[src/rtl/ctrl_pipe_pkg.sv]
// Shared constants for the control pipeline: opcodes, forward-select codes
// and the register-index width used by the decoder and the EX/MEM/WB stages.
package ctrl_pipe_pkg;

    localparam int REG_AW = 5;

    // RV32 major opcodes, kept in sync with the ID/EX decoder
    localparam logic [6:0] RRAI = 7'b0110011;
    localparam logic [6:0] RIAI = 7'b0010011;
    localparam logic [6:0] LW   = 7'b0000011;
    localparam logic [6:0] SW   = 7'b0100011;
    localparam logic [6:0] JAL  = 7'b1101111;
    localparam logic [6:0] JALR = 7'b1100111;
    localparam logic [6:0] CBI  = 7'b1100011;

    localparam logic [1:0] FWD_RF    = 2'b00;
    localparam logic [1:0] FWD_EXMEM = 2'b10;
    localparam logic [1:0] FWD_MEMWB = 2'b01;

endpackage

[src/rtl/ctrl_pipe_mem_wb_fwd_unit.sv]
// Combinational operand-forward selects and load-use hazard detection,
// driven from the registered EX/MEM and MEM/WB state and the EX sources.
module fwd_unit #(
    parameter int REG_AW = ctrl_pipe_pkg::REG_AW
) (
    input  logic              RegWrite_EX_MEM,
    input  logic              MemRead_EX_MEM,
    input  logic [REG_AW-1:0] Rd_EX_MEM,
    input  logic              RegWrite_MEM_WB,
    input  logic [REG_AW-1:0] Rd_MEM_WB,
    input  logic [REG_AW-1:0] Rs1_ID_EX,
    input  logic [REG_AW-1:0] Rs2_ID_EX,
    output logic [1:0]        ForwardA,
    output logic [1:0]        ForwardB,
    output logic              LoadUseHaz
);
    import ctrl_pipe_pkg::*;

    logic exLive, wbLive;
    logic exHitA, exHitB, wbHitA, wbHitB;

    // x0 is hard-wired zero, so a write to it is never a forwarding source
    assign exLive = RegWrite_EX_MEM & (Rd_EX_MEM != '0);
    assign wbLive = RegWrite_MEM_WB & (Rd_MEM_WB != '0);

    assign exHitA = exLive & (Rd_EX_MEM == Rs1_ID_EX);
    assign exHitB = exLive & (Rd_EX_MEM == Rs2_ID_EX);
    assign wbHitA = wbLive & (Rd_MEM_WB == Rs1_ID_EX);
    assign wbHitB = wbLive & (Rd_MEM_WB == Rs2_ID_EX);

    // EX/MEM holds the younger result, so it takes priority over MEM/WB
    always_comb begin
        ForwardA = FWD_RF;
        if (exHitA)
            ForwardA = FWD_EXMEM;
        else if (wbHitA)
            ForwardA = FWD_MEMWB;
    end

    always_comb begin
        ForwardB = FWD_RF;
        if (exHitB)
            ForwardB = FWD_EXMEM;
        else if (wbHitB)
            ForwardB = FWD_MEMWB;
    end

    // Load data is not available until MEM/WB, so an EX/MEM hit on a load
    // cannot be forwarded and needs a bubble instead
    assign LoadUseHaz = MemRead_EX_MEM & (exHitA | exHitB);

endmodule

[src/rtl/ctrl_pipe_mem_wb.sv]
// EX/MEM and MEM/WB control pipeline registers with stall/kill, forwarding
// and load-use detection. Optional retire counter: CTRL_PIPE_RETIRE_CNT_EN.
module ctrl_pipe_mem_wb #(
    parameter int REG_AW = ctrl_pipe_pkg::REG_AW
) (
    input  logic              CLK,
    input  logic              RSTn,
    input  logic              RegWrite_ID_EX,
    input  logic              PCWriteCond_ID_EX,
    input  logic              MemRead_ID_EX,
    input  logic              MemWrite_ID_EX,
    input  logic              MemtoReg_ID_EX,
    input  logic              IRWrite_ID_EX,
    input  logic [REG_AW-1:0] Rd_ID_EX,
    input  logic [REG_AW-1:0] Rs1_ID_EX,
    input  logic [REG_AW-1:0] Rs2_ID_EX,
    input  logic              BrTaken_EX,
    input  logic              Stall,
    input  logic              Kill_EX,
    output logic              RegWrite_EX_MEM,
    output logic              MemRead_EX_MEM,
    output logic              MemWrite_EX_MEM,
    output logic              MemtoReg_EX_MEM,
    output logic [REG_AW-1:0] Rd_EX_MEM,
    output logic              Valid_EX_MEM,
    output logic              PCSrc_EX_MEM,
    output logic              RegWrite_MEM_WB,
    output logic              MemtoReg_MEM_WB,
    output logic [REG_AW-1:0] Rd_MEM_WB,
    output logic              Valid_MEM_WB,
    output logic [1:0]        ForwardA,
    output logic [1:0]        ForwardB,
    output logic              LoadUseHaz
`ifdef CTRL_PIPE_RETIRE_CNT_EN
    ,
    output logic [31:0]       RetireCnt
`endif
);
    import ctrl_pipe_pkg::*;

    logic exAdvance;
    logic wbAdvance;
    logic regWriteNext;

    // Kill overrides Stall for EX/MEM: the bubble must land even while frozen
    assign exAdvance    = ~Stall & ~Kill_EX;
    assign wbAdvance    = ~Stall;
    assign regWriteNext = RegWrite_ID_EX & IRWrite_ID_EX & (Rd_ID_EX != '0);

    always_ff @(posedge CLK or negedge RSTn) begin
        if (!RSTn) begin
            Valid_EX_MEM    <= 1'b0;
            RegWrite_EX_MEM <= 1'b0;
            MemRead_EX_MEM  <= 1'b0;
            MemWrite_EX_MEM <= 1'b0;
            MemtoReg_EX_MEM <= 1'b0;
            PCSrc_EX_MEM    <= 1'b0;
            Rd_EX_MEM       <= '0;
        end else if (Kill_EX) begin
            Valid_EX_MEM    <= 1'b0;
            RegWrite_EX_MEM <= 1'b0;
            MemRead_EX_MEM  <= 1'b0;
            MemWrite_EX_MEM <= 1'b0;
            MemtoReg_EX_MEM <= 1'b0;
            PCSrc_EX_MEM    <= 1'b0;
            Rd_EX_MEM       <= '0;
        end else if (exAdvance) begin
            Valid_EX_MEM    <= IRWrite_ID_EX;
            RegWrite_EX_MEM <= regWriteNext;
            MemRead_EX_MEM  <= MemRead_ID_EX & IRWrite_ID_EX;
            MemWrite_EX_MEM <= MemWrite_ID_EX & IRWrite_ID_EX;
            MemtoReg_EX_MEM <= MemtoReg_ID_EX & IRWrite_ID_EX;
            PCSrc_EX_MEM    <= PCWriteCond_ID_EX & BrTaken_EX & IRWrite_ID_EX;
            Rd_EX_MEM       <= Rd_ID_EX;
        end
    end

    // Memory-access controls are consumed in MEM and not carried further
    always_ff @(posedge CLK or negedge RSTn) begin
        if (!RSTn) begin
            Valid_MEM_WB    <= 1'b0;
            RegWrite_MEM_WB <= 1'b0;
            MemtoReg_MEM_WB <= 1'b0;
            Rd_MEM_WB       <= '0;
        end else if (wbAdvance) begin
            Valid_MEM_WB    <= Valid_EX_MEM;
            RegWrite_MEM_WB <= RegWrite_EX_MEM;
            MemtoReg_MEM_WB <= MemtoReg_EX_MEM;
            Rd_MEM_WB       <= Rd_EX_MEM;
        end
    end

`ifdef CTRL_PIPE_RETIRE_CNT_EN
    // An instruction retires when it leaves MEM/WB on a moving edge
    always_ff @(posedge CLK or negedge RSTn) begin
        if (!RSTn)
            RetireCnt <= '0;
        else if (wbAdvance && Valid_MEM_WB)
            RetireCnt <= RetireCnt + 32'd1;
    end
`endif

    fwd_unit #(
        .REG_AW (REG_AW)
    ) uFwd (
        .RegWrite_EX_MEM (RegWrite_EX_MEM),
        .MemRead_EX_MEM  (MemRead_EX_MEM),
        .Rd_EX_MEM       (Rd_EX_MEM),
        .RegWrite_MEM_WB (RegWrite_MEM_WB),
        .Rd_MEM_WB       (Rd_MEM_WB),
        .Rs1_ID_EX       (Rs1_ID_EX),
        .Rs2_ID_EX       (Rs2_ID_EX),
        .ForwardA        (ForwardA),
        .ForwardB        (ForwardB),
        .LoadUseHaz      (LoadUseHaz)
    );

endmodule

[config.mk]
export PLATFORM = sky130hd
export DESIGN_NAME = ctrl_pipe_mem_wb
export DESIGN_NICKNAME = d
export VERILOG_FILES = /design/src/rtl/ctrl_pipe_pkg.sv /design/src/rtl/ctrl_pipe_mem_wb_fwd_unit.sv /design/src/rtl/ctrl_pipe_mem_wb.sv
export SDC_FILE = /design/constraint.sdc
export NUM_CORES = 1
export LEC_CHECK = 0
export CORE_UTILIZATION = 43
export CTS_CLUSTER_DIAMETER = 40
export DETAILED_ROUTE_END_ITERATION = 12
export PLACE_DENSITY = 0.84
export SLEW_MARGIN = 40
export SYNTH_ARGS = -nofsm -noshare
export SYNTH_HDL_FRONTEND = slang
export SYNTH_HIERARCHICAL = 1
export SYNTH_SLANG_ARGS = --single-unit
[constraint.sdc]
create_clock -name CLK -period 4.7 [get_ports CLK]
set_clock_uncertainty 0.15 [all_clocks]
set_input_delay 0.705 -clock CLK [delete_from_list [all_inputs] [get_ports CLK]]
set_output_delay 0.705 -clock CLK [all_outputs]
set_load 0.005 [all_outputs]
==> results.md, run 1 <==
* Total overflow reported by the global router at 0
* Reg2Reg Setup Slack at 3.66 ns
* Number of diodes at 0
* RSZ-0062 raised after global routing: false
* Average vias per placed instance at 5.43
* # Max-Cap Violations at 0
* CTS Hold Buffers Added at 0
* Sequential cell area at 475 um2
* R2R Path Start: Rd_EX_MEM[0]
* Starting Density at 46.6%
* Highest net fanout along the worst path at 2
* Drt first-iter violations at 8
* Number of synthesized register bits at 19
* Maximum clock path buffer count at 2
* Final #Nets at 170
* Worst path arrival time at 2.57 ns
* Minimum clock period after layout at 3.42 ns
* Quantity of gates resized following cts at 0
* Worst Hold Margin at 0.189 ns
* Cts bufs inserted at 3
* Required time worst endpoint at 3.85 ns
* Number of antenna violations at the first check in global routing at 0
* Area used by multi-input combinational logic at 543 um2
* Most common cell after layout, fill and taps aside: sky130_fd_sc_hd__clkdlybuf4s50_1
* Max incr delay on CP at 0.54 ns
* Die Footprint at 2650 um2
* Most frequent cell on the critical path: sky130_fd_sc_hd__clkdlybuf4s50_1
* Pin count of the biggest net entering global routing at 23
* Max frequency at 292 MHz
* Clk slew on worst S/H paths at 0.10 ns
* Total of fill cells in the finished design at 183
* Final Wtd Congestion at 0.749
* Crit path capture type: output pin
* Number of warning messages in the yosys log at 6
* Insertion delay of the later-clocked pin in the worst-skew pair at 0.29 ns
* Peak ir drop on the vdd network at 220 uV
* Wire length after detailed routing at 2500 um
* Worst min-delay path class: in -> async
* Number of post-CTS setup repair buffers at 0
* Sequence of cells on the critical path: clkdlybuf4s50_1, xnor2_1, nand3_1, or3_1, a211oi_1, clkdlybuf4s50_1
* Growth of design area from synthesis to finish at 48.8%
* Leakage component of the power at 0.660 nW
* Count of H-tree levels built during CTS at 1
* Setup Total Neg Slack at 0 ns
* Number of placement rows at 17
* Run status: completed
* Core utilization of the finished layout at 69.4%
* Area of the mapped netlist at 1050 um2
* Height of the die at 51.4 um
* Clk Tree Root Cell: sky130_fd_sc_hd__clkbuf_4
* CTS tree: yes
* Sinks on Clock Net at 19
* Detailed-routing iteration count for the pre-antenna-repair pass at 4
* Leading cell types in the layout, fill and taps excluded: sky130_fd_sc_hd__clkdlybuf4s50_1, sky130_fd_sc_hd__dfrtp_1, sky130_fd_sc_hd__xor2_1
* Final cycle utilization of the critical path at 72.9%
* Antenna violation net count after detailed routing at 0
* Io pins at 50
* Classification of the worst setup path: in -> out
* All-layer global routing usage at 21.4%
* Total of endpoints with negative setup slack in the final report at 0
* Layout cells sized above 1 at 11.2%
* Number of distinct library cell variants in the gate-level netlist after synthesis at 25
* Worst slew slack as a fraction of its limit at 68.5%
* Count of cells along the worst register-to-register path at 1
* Mean instance size in the synthesized netlist at 11.1 um2
* Synthesized Nets at 121
* Final number of max-transition violations at 0
* Syn Inst Count at 95
* Wire length of the first global-routing pass at 4230 um
* Terminus of the critical flop-to-flop path: Rd_MEM_WB[0]
* Vias in the first global route at 927
* Critical-path top delay cell: sky130_fd_sc_hd__clkdlybuf4s50_1
* Horiz. Die Dim at 51.4 um
* Slew at the pin with the worst max-slew slack at 0.472 ns
* Vias after detailed routing at 929
* Core region area at 2250 um2
* HPWL Detailed at 1920 um
* PD cells at 225 nW/um2
* DRC viols at 0
* Share of synthesized area occupied by flip-flops and latches at 45.2%
* Routed wire per std cell at 14.6 um
* Startpoint types: primary input
* Count of final hold-check violations at 0
* Number of port buffers at 49
## report_power, final
group	switching [mW]	total [mW]	internal, mW
logic	0.0322	0.0861	0.0539
registers	0.0135	0.186	0.173
clock network	0.0459	0.0789	0.0330
total	0.0916	0.351	0.260
## metrics by stage
stage                     std cells  power (mW)  setup WS, ns  area [um2]
after global routing            171       0.371          1.16        1560
after detailed placement        167       0.277          1.25        1550
after CTS                       171       0.357          1.25        1570
final                           171       0.351          1.28        1560
after global placement          167       0.274          1.29        1550
after floorplan                  95       0.223          2.33        1050
## final cells by class
type                            instances  share of cell area [%]
Clock buffer                            4                    1.68
Inverter                                1                   0.240
Tap cell                               28                    2.24
Timing Repair Buffer                   49                    30.7
Sequential cell                        19                    30.4
Multi-Input combinational cell         70                    34.7
## state kept, by name, summed over array words and instances (netlist names)
name and count:
Rd_MEM_WB 5, MemRead_EX_MEM 1, MemWrite_EX_MEM 1, MemtoReg_MEM_WB 1
RegWrite_EX_MEM 1, RegWrite_MEM_WB 1, Valid_MEM_WB 1, Valid_EX_MEM 1
MemtoReg_EX_MEM 1, PCSrc_EX_MEM 1, Rd_EX_MEM 5
## kinds of logic after synthesis
group / synth area share (%)
flip-flops: 45.2
multiplexers: 13.3
AO/OA/AOI/OAI: 5.95
XOR/XNOR: 16.7
AND/OR/NAND/NOR: 15.7
buffers and inverters: 3.09
## how the worst max path moves through the flow
| stage | from | end | depth (start not counted) |
|---|---|---|---|
| after detailed placement | Rs1_ID_EX[3] | ForwardA[0] | 5 |
| after global routing | Rs2_ID_EX[4] | LoadUseHaz | 6 |
| after global placement | Rs2_ID_EX[3] | ForwardB[0] | 5 |
| final | Rs1_ID_EX[3] | LoadUseHaz | 6 |
| after floorplan | Rs1_ID_EX[3] | ForwardA[0] | 3 |
| after CTS | Rs1_ID_EX[3] | ForwardA[0] | 5 |
## cells in the mapped netlist, drive strengths merged
cell | n | share of area (%)
dfrtp | 19 | 45
xor2 | 14 | 12
nor2 | 10 | 3.6
mux2 | 8 | 8.6
xnor2 | 6 | 5.0
mux2i | 5 | 4.8
or4 | 5 | 3.6
buf | 4 | 2.4
nor4 | 4 | 3.6
a22oi | 3 | 2.1
a21oi | 2 | 0.95
nand2 | 2 | 0.71
nand3 | 2 | 0.95
o21ai | 2 | 1.3
or3 | 2 | 1.2
a211oi | 1 | 0.71
clkbuf | 1 | 0.36
inv | 1 | 0.36
nand3b | 1 | 0.71
nand4b | 1 | 0.83
nor2b | 1 | 0.60
o41ai | 1 | 0.83
## critical path: cells and delay by family
kind | cells | cell delay, ns
buf+inv | 2 | 1.05
simple gates | 2 | 0.47
compound gates | 1 | 0.21
xor+xnor | 1 | 0.13
## metal layers
layer  track usage [%]  vias up  part of all wire, %
met5                 0        -                    0
met4              8.11        0                  1.1
met3              4.76        4                  9.6
met2              35.9       49                   45
met1              26.6      442                   45
li1                  -      434                    -
(Power assumes the default switching activity.)
==> inputs of run 2 (changes only) <==
--- a/config.mk
+++ b/config.mk
@@ -5,10 +5,10 @@
 export SDC_FILE = /design/constraint.sdc
 export NUM_CORES = 1
 export LEC_CHECK = 0
-export CORE_UTILIZATION = 43
+export CORE_UTILIZATION = 36
 export CTS_CLUSTER_DIAMETER = 40
 export DETAILED_ROUTE_END_ITERATION = 12
-export PLACE_DENSITY = 0.84
+export PLACE_DENSITY = 0.75
 export SLEW_MARGIN = 40
 export SYNTH_ARGS = -nofsm -noshare
 export SYNTH_HDL_FRONTEND = slang
==> constraint.sdc (replaced) <==
create_clock -name CLK -period 3 [get_ports CLK]
set_clock_uncertainty 0.15 [all_clocks]
set_input_delay 0.45 -clock CLK [delete_from_list [all_inputs] [get_ports CLK]]
set_output_delay 0.45 -clock CLK [all_outputs]
set_load 0.005 [all_outputs]
==> results.md, run 2 (synthesis results as in run 1) <==
* Highest net fanout along the worst path at 2 (unchanged)
* Sequence of cells on the critical path: clkdlybuf4s50_1, xnor2_1, nand3_1, or3_1, a211oi_1, clkdlybuf4s50_1
* Peak ir drop on the vdd network at 288 uV (+31%)
* Maximum clock path buffer count at 2 (unchanged)
* Antenna violation net count after detailed routing at 0 (unchanged)
* Wire length of the first global-routing pass at 4310 um (+2.0%)
* Final #Nets at 175 (+2.9%)
* Routed wire per std cell at 14.8 um (+0.95%)
* Clk Tree Root Cell: sky130_fd_sc_hd__clkbuf_4
* Vias in the first global route at 993 (+7.1%)
* Count of H-tree levels built during CTS at 1 (unchanged)
* Slew at the pin with the worst max-slew slack at 0.429 ns (-0.0429 ns)
* Final Wtd Congestion at 0.888 (+19%)
* Worst path arrival time at 2.35 ns (-0.22 ns)
* Max frequency at 339 MHz
* Total of endpoints with negative setup slack in the final report at 0 (unchanged)
* Total overflow reported by the global router at 0 (unchanged)
* Final cycle utilization of the critical path at 98.3%
* Required time worst endpoint at 2.40 ns (-1.45 ns)
* Largest registers: Rd_EX_MEM x5, Rd_MEM_WB x5
* Sinks on Clock Net at 19 (unchanged)
* Max incr delay on CP at 0.53 ns (about the same)
* Setup Total Neg Slack at 0 ns (unchanged)
* Number of placement rows at 19 (+2)
* PD cells at 346 nW/um2 (+54%)
* Die Footprint at 3140 um2 (+19%)
* Layout cells sized above 1 at 14.9% (+3.7 points)
* Average vias per placed instance at 5.26 (-3.2%)
* Number of diodes at 0 (unchanged)
* Number of port buffers at 49 (unchanged)
* Height of the die at 56.0 um (+8.9%)
* Growth of design area from synthesis to finish at 54.3%
* Detailed-routing iteration count for the pre-antenna-repair pass at 4 (unchanged)
* Leading cell types in the layout, fill and taps excluded: sky130_fd_sc_hd__clkdlybuf4s50_1, sky130_fd_sc_hd__dfrtp_1, sky130_fd_sc_hd__xor2_1
* Origin of the worst setup path: Rs1_ID_EX[3]
* Reg2Reg Setup Slack at 1.91 ns (-1.75 ns)
* Minimum setup slack after placement at 0.0541 ns (-1.20 ns)
* Io pins at 50 (unchanged)
* Worst Slack Setup Final at 0.0521 ns (-1.22 ns)
* Worst Path Buf+Inv at 2 (unchanged)
* RSZ-0062 raised after global routing: false
* Cts bufs inserted at 3 (unchanged)
* Insertion delay of the later-clocked pin in the worst-skew pair at 0.29 ns (about the same)
* Crit path capture type: output pin
* Pin count of the biggest net entering global routing at 20 (-13%)
* Minimum clock period after layout at 2.95 ns
* Most common cell after layout, fill and taps aside: sky130_fd_sc_hd__clkdlybuf4s50_1
* Clk slew on worst S/H paths at 0.11 ns (about the same)
* DRC viols at 0 (unchanged)
* Most frequent cell on the critical path: sky130_fd_sc_hd__clkdlybuf4s50_1
* Drt first-iter violations at 24 (+16)
* Worst min-delay path startpoint: MemtoReg_MEM_WB
* Number of antenna violations at the first check in global routing at 0 (unchanged)
* HPWL Detailed at 2070 um (+7.6%)
* Count of final hold-check violations at 0 (unchanged)
* Vias after detailed routing at 941 (+1.3%)
* Core region area at 2760 um2 (+22%)
* Worst min-delay path class: reg -> reg
* Critical-path top delay cell: sky130_fd_sc_hd__clkdlybuf4s50_1
* Startpoint types: primary input
* Leakage component of the power at 0.722 nW (+9.4%)
* Final number of max-transition violations at 0 (unchanged)
* Wire length after detailed routing at 2640 um (+5.7%)
* All-layer global routing usage at 17.5% (-3.9 points)
* # Max-Cap Violations at 0 (unchanged)
* CTS tree: yes
* Classification of the worst setup path: in -> out
* Category of cells accounting for the largest share of critical-path delay: buffers and inverters
* Horiz. Die Dim at 56.0 um (+8.9%)
* Run status: completed
* R2R Path Start: Rd_EX_MEM[4]
* Starting Density at 38.1% (-8.5 points)
* Worst slew slack as a fraction of its limit at 71.1% (+2.6 points)
## run 2: cell count changes in the layout (fill, tap and decap cells not counted), sizes merged
cell,before,now
clkinv,0,1
clkbuf,4,3
buf,2,5
dlymetal6s2s,0,2
clkdlybuf4s50,47,46
dlygate4sd3,0,1
## run 2: repair_timing
action	in CTS	in global routing
pin swaps	1	1
setup endpoints to repair	2	2
buffers inserted	2	0
resized for setup	2	2
hold buffers	0	1
hold endpoints to repair	0	19
cloned	0	0
## run 2: path summary, 6_finish.rpt
| path | to | cells after the start |
|---|---|---|
| worst max-delay path | LoadUseHaz | 6 |
| worst min-delay path | MemtoReg_MEM_WB | 1 |
| worst max register to register | Rd_MEM_WB[4] | 2 |
| worst min register to register | MemtoReg_MEM_WB | 1 |
| max in group asynchronous | Rd_EX_MEM[4] | 2 |
| min in group asynchronous | Valid_MEM_WB | 2 |
## run 2: cell type report
type / instances / area [um2]
fillers: 262 / 1140
multi-input cells: 70 / 543
repair buffers: 54 / 531
flip-flops and latches: 19 / 478
well taps: 31 / 38.8
clock buffers: 3 / 22.5
clock inverters: 1 / 5.00
inverters: 1 / 3.75
## run 2: through the flow
step	hold slack, ns	area (um2)	utilization, %	power [mW]	std cells
after floorplan	0.00441	1050	-	0.349	95
after global placement	0.343	1570	56.8	0.433	172
after detailed placement	0.348	1570	56.8	0.437	172
after CTS	0.377	1610	58.4	0.567	178
after global routing	0.405	1620	58.8	0.593	179
final	0.377	1620	58.8	0.560	179
## run 2: layer usage
| layer | GRT usage (%) | up-vias | share of wire, % |
|---|---|---|---|
| met5 | 0 | - | 0 |
| li1 | - | 441 | - |
| met1 | 20.4 | 446 | 42 |
| met2 | 31.0 | 50 | 49 |
| met3 | 3.72 | 4 | 7.7 |
| met4 | 7.32 | 0 | 1.2 |
## run 2: power breakdown
part	leakage [nW]	switching [mW]	internal, mW	total, mW
sequential	0.252	0.0184	0.271	0.289
clock	0.0177	0.0771	0.0496	0.127
combinational	0.453	0.0547	0.0896	0.144
==> inputs of run 3 (changes only) <==
--- a/config.mk
+++ b/config.mk
@@ -9,7 +9,8 @@
 export CTS_CLUSTER_DIAMETER = 40
 export DETAILED_ROUTE_END_ITERATION = 12
 export PLACE_DENSITY = 0.75
-export SLEW_MARGIN = 40
+export REMOVE_ABC_BUFFERS = 1
+export SLEW_MARGIN = 25
 export SYNTH_ARGS = -nofsm -noshare
 export SYNTH_HDL_FRONTEND = slang
 export SYNTH_HIERARCHICAL = 1
==> results.md, run 3 (synthesis results as in run 1) <==
* Run status: completed
* Met1 wire length at 1190 um (+6.5%)
* Clk slew on worst S/H paths at 0.10 ns (about the same)
* Startpoint types: primary input
* Worst Slack Setup Final at 0.0926 ns (+0.0405 ns)
* Uppermost signal routing layer after detailed routing: met4
* Largest registers: Rd_EX_MEM x5, Rd_MEM_WB x5
* Category of cells accounting for the largest share of critical-path delay: buffers and inverters
* CTS Hold Buffers Added at 0 (unchanged)
* Setup Total Neg Slack at 0 ns (unchanged)
* Post-place instance area at 1570 um2 (unchanged)
* Horiz. Die Dim at 56.0 um (unchanged)
* Layout cells sized above 1 at 13.6% (-1.3 points)
* Count of final hold-check violations at 0 (unchanged)
* Most frequent cell on the critical path: sky130_fd_sc_hd__clkdlybuf4s50_1
* Count of cells along the worst register-to-register path at 2 (unchanged)
* Die Footprint at 3140 um2 (unchanged)
* Drt first-iter violations at 21 (-13%)
* Number of diodes at 0 (unchanged)
* Antenna violation net count after detailed routing at 0 (unchanged)
* Worst slew slack as a fraction of its limit at 43.3% (-28 points)
* Post-route cell area at 1620 um2 (-0.39%)
* Worst path arrival time at 2.31 ns (-0.04 ns)
* RSZ-0062 raised after global routing: false
* Number of port buffers at 49 (unchanged)
* Tot Pwr at 0.557 mW (-0.61%)
* Insertion delay of the later-clocked pin in the worst-skew pair at 0.29 ns (about the same)
* Classification of the worst setup path: in -> out
* Critical-path top delay cell: sky130_fd_sc_hd__clkdlybuf4s50_1
* Maximum clock path buffer count at 2 (unchanged)
* Number of antenna violations at the first check in global routing at 0 (unchanged)
* Final #Nets at 174 (-0.57%)
* Worst Path Buf+Inv at 2 (unchanged)
* Growth of design area from synthesis to finish at 53.7%
* Wire length after detailed routing at 2640 um (about the same)
* Io pins at 50 (unchanged)
* Routed wire per std cell at 14.8 um (+0.49%)
* Vias in the first global route at 1023 (+3.0%)
* Vias after detailed routing at 945 (+0.43%)
* PD cells at 345 nW/um2 (-0.23%)
* Height of the die at 56.0 um (unchanged)
* Sequence of cells on the critical path: clkdlybuf4s50_1, xnor2_1, nand3_1, or3_1, a211oi_1, clkdlybuf4s50_1
* Minimum clock period after layout at 2.91 ns (-0.0405 ns)
* Total of endpoints with negative setup slack in the final report at 0 (unchanged)
* Met3 layer wire length in the routed design at 202 um (-0.98%)
* Highest net fanout along the worst path at 2 (unchanged)
* Worst min-delay path class: reg -> reg
* Max frequency at 344 MHz (+1.4%)
* Worst hold path depth at 1 (unchanged)
* Count of H-tree levels built during CTS at 1 (unchanged)
* Detailed-routing iteration count for the pre-antenna-repair pass at 4 (unchanged)
* CTS tree: yes
* Number of placement rows at 19 (unchanged)
* Peak ir drop on the vdd network at 270 uV (-6.3%)
* Minimum setup slack after placement at 0.0910 ns (+0.0369 ns)
* Starting Density at 38.1% (unchanged)
* Wire length of the first global-routing pass at 4670 um (+8.3%)
* DRC viols at 0 (unchanged)
* Average vias per placed instance at 5.31 (+0.99%)
* Pin count of the biggest net entering global routing at 23 (+15%)
* Crit path capture type: output pin
* Required time worst endpoint at 2.40 ns (about the same)
* Crit path depth at 6 (unchanged)
* Final cycle utilization of the critical path at 96.9% (-1.3 points)
* Most common cell after layout, fill and taps aside: sky130_fd_sc_hd__clkdlybuf4s50_1
* Total of fill cells in the finished design at 258 (-1.5%)
* # Max-Cap Violations at 0 (unchanged)
* Total overflow reported by the global router at 0 (unchanged)
* Slew at the pin with the worst max-slew slack at 0.849 ns (+0.419 ns)
* Leakage component of the power at 0.716 nW (-0.96%)
* Cts bufs inserted at 3 (unchanged)
* Final Wtd Congestion at 0.900 (+1.4%)
* All-layer global routing usage at 18.7% (+1.2 points)
* Core region area at 2760 um2 (unchanged)
* WL met2 at 1220 um (-5.3%)
* Leading cell types in the layout, fill and taps excluded: sky130_fd_sc_hd__clkdlybuf4s50_1, sky130_fd_sc_hd__dfrtp_1, sky130_fd_sc_hd__xor2_1
* Sinks on Clock Net at 19 (unchanged)
* Clk Tree Root Cell: sky130_fd_sc_hd__clkbuf_4
* Max incr delay on CP at 0.53 ns (about the same)
* Final number of max-transition violations at 0 (unchanged)
==> run 3: changes by cell type in the layout (fill, tap and decap cells not counted), sizes merged <==
cell,before,now
buf,5,4
clkbuf,3,4
clkdlybuf4s50,46,47
clkinv,1,0
dlygate4sd3,1,0
==> run 3: worst reg2reg max path: cells and delay by family (launching register included) <==
family   cells  cell delay [ns]
mux          1             0.26
buf+inv      1             0.16
flops        1             0.42
==> run 3: layer usage <==
layer,vias to the layer above,track usage (%)
li1,439,-
met1,450,24.5
met2,52,32.1
met3,4,2.56
met4,0,5.57
met5,-,0
==> run 3: final timing paths <==
path | startpoint | to | slack [ns]
setup / recovery | Rs2_ID_EX[3] | LoadUseHaz | 0.09
hold / removal | MemtoReg_MEM_WB | MemtoReg_MEM_WB | 0.37
setup reg to reg | Rd_EX_MEM[2] | Rd_MEM_WB[2] | 1.91
hold reg to reg | MemtoReg_MEM_WB | MemtoReg_MEM_WB | 0.37
max in group asynchronous | RSTn | Rd_EX_MEM[2] | 1.64
min in group asynchronous | RSTn | MemtoReg_EX_MEM | 0.49
==> run 3: timing repair <==
| item | in CTS | in global routing |
|---|---|---|
| hold endpoints to repair | 0 | 0 |
| gates resized for setup | 2 | 2 |
| pin swaps | 1 | 0 |
| setup buffers | 2 | 0 |
| endpoints found under the setup margin | 2 | 2 |
==> run 3: power by group <==
| group | internal, mW | switching [mW] | leakage (nW) |
|---|---|---|---|
| clock | 0.0517 | 0.0721 | 0.0150 |
| combinational | 0.0895 | 0.0549 | 0.448 |
| sequential | 0.271 | 0.0178 | 0.252 |
==> run 3: per-stage QoR <==
step | instances | hold WS [ns] | util, %
after floorplan | 90 | 0.00441 | -
after global placement | 172 | 0.342 | 56.8
after detailed placement | 172 | 0.342 | 56.8
after CTS | 178 | 0.377 | 58.4
after global routing | 178 | 0.411 | 58.6
final | 178 | 0.369 | 58.6
==> run 3: cell type report <==
| cell class | count | area (um2) | share of cell area [%] |
|---|---|---|---|
| multi-input combinational | 70 | 543 | 33.6 |
| timing repair buffer | 53 | 526 | 32.5 |
| sequential | 19 | 478 | 29.6 |
| tap | 31 | 38.8 | 2.40 |
| clock buffer | 4 | 26.3 | 1.63 |
| inverter | 1 | 3.75 | 0.232 |
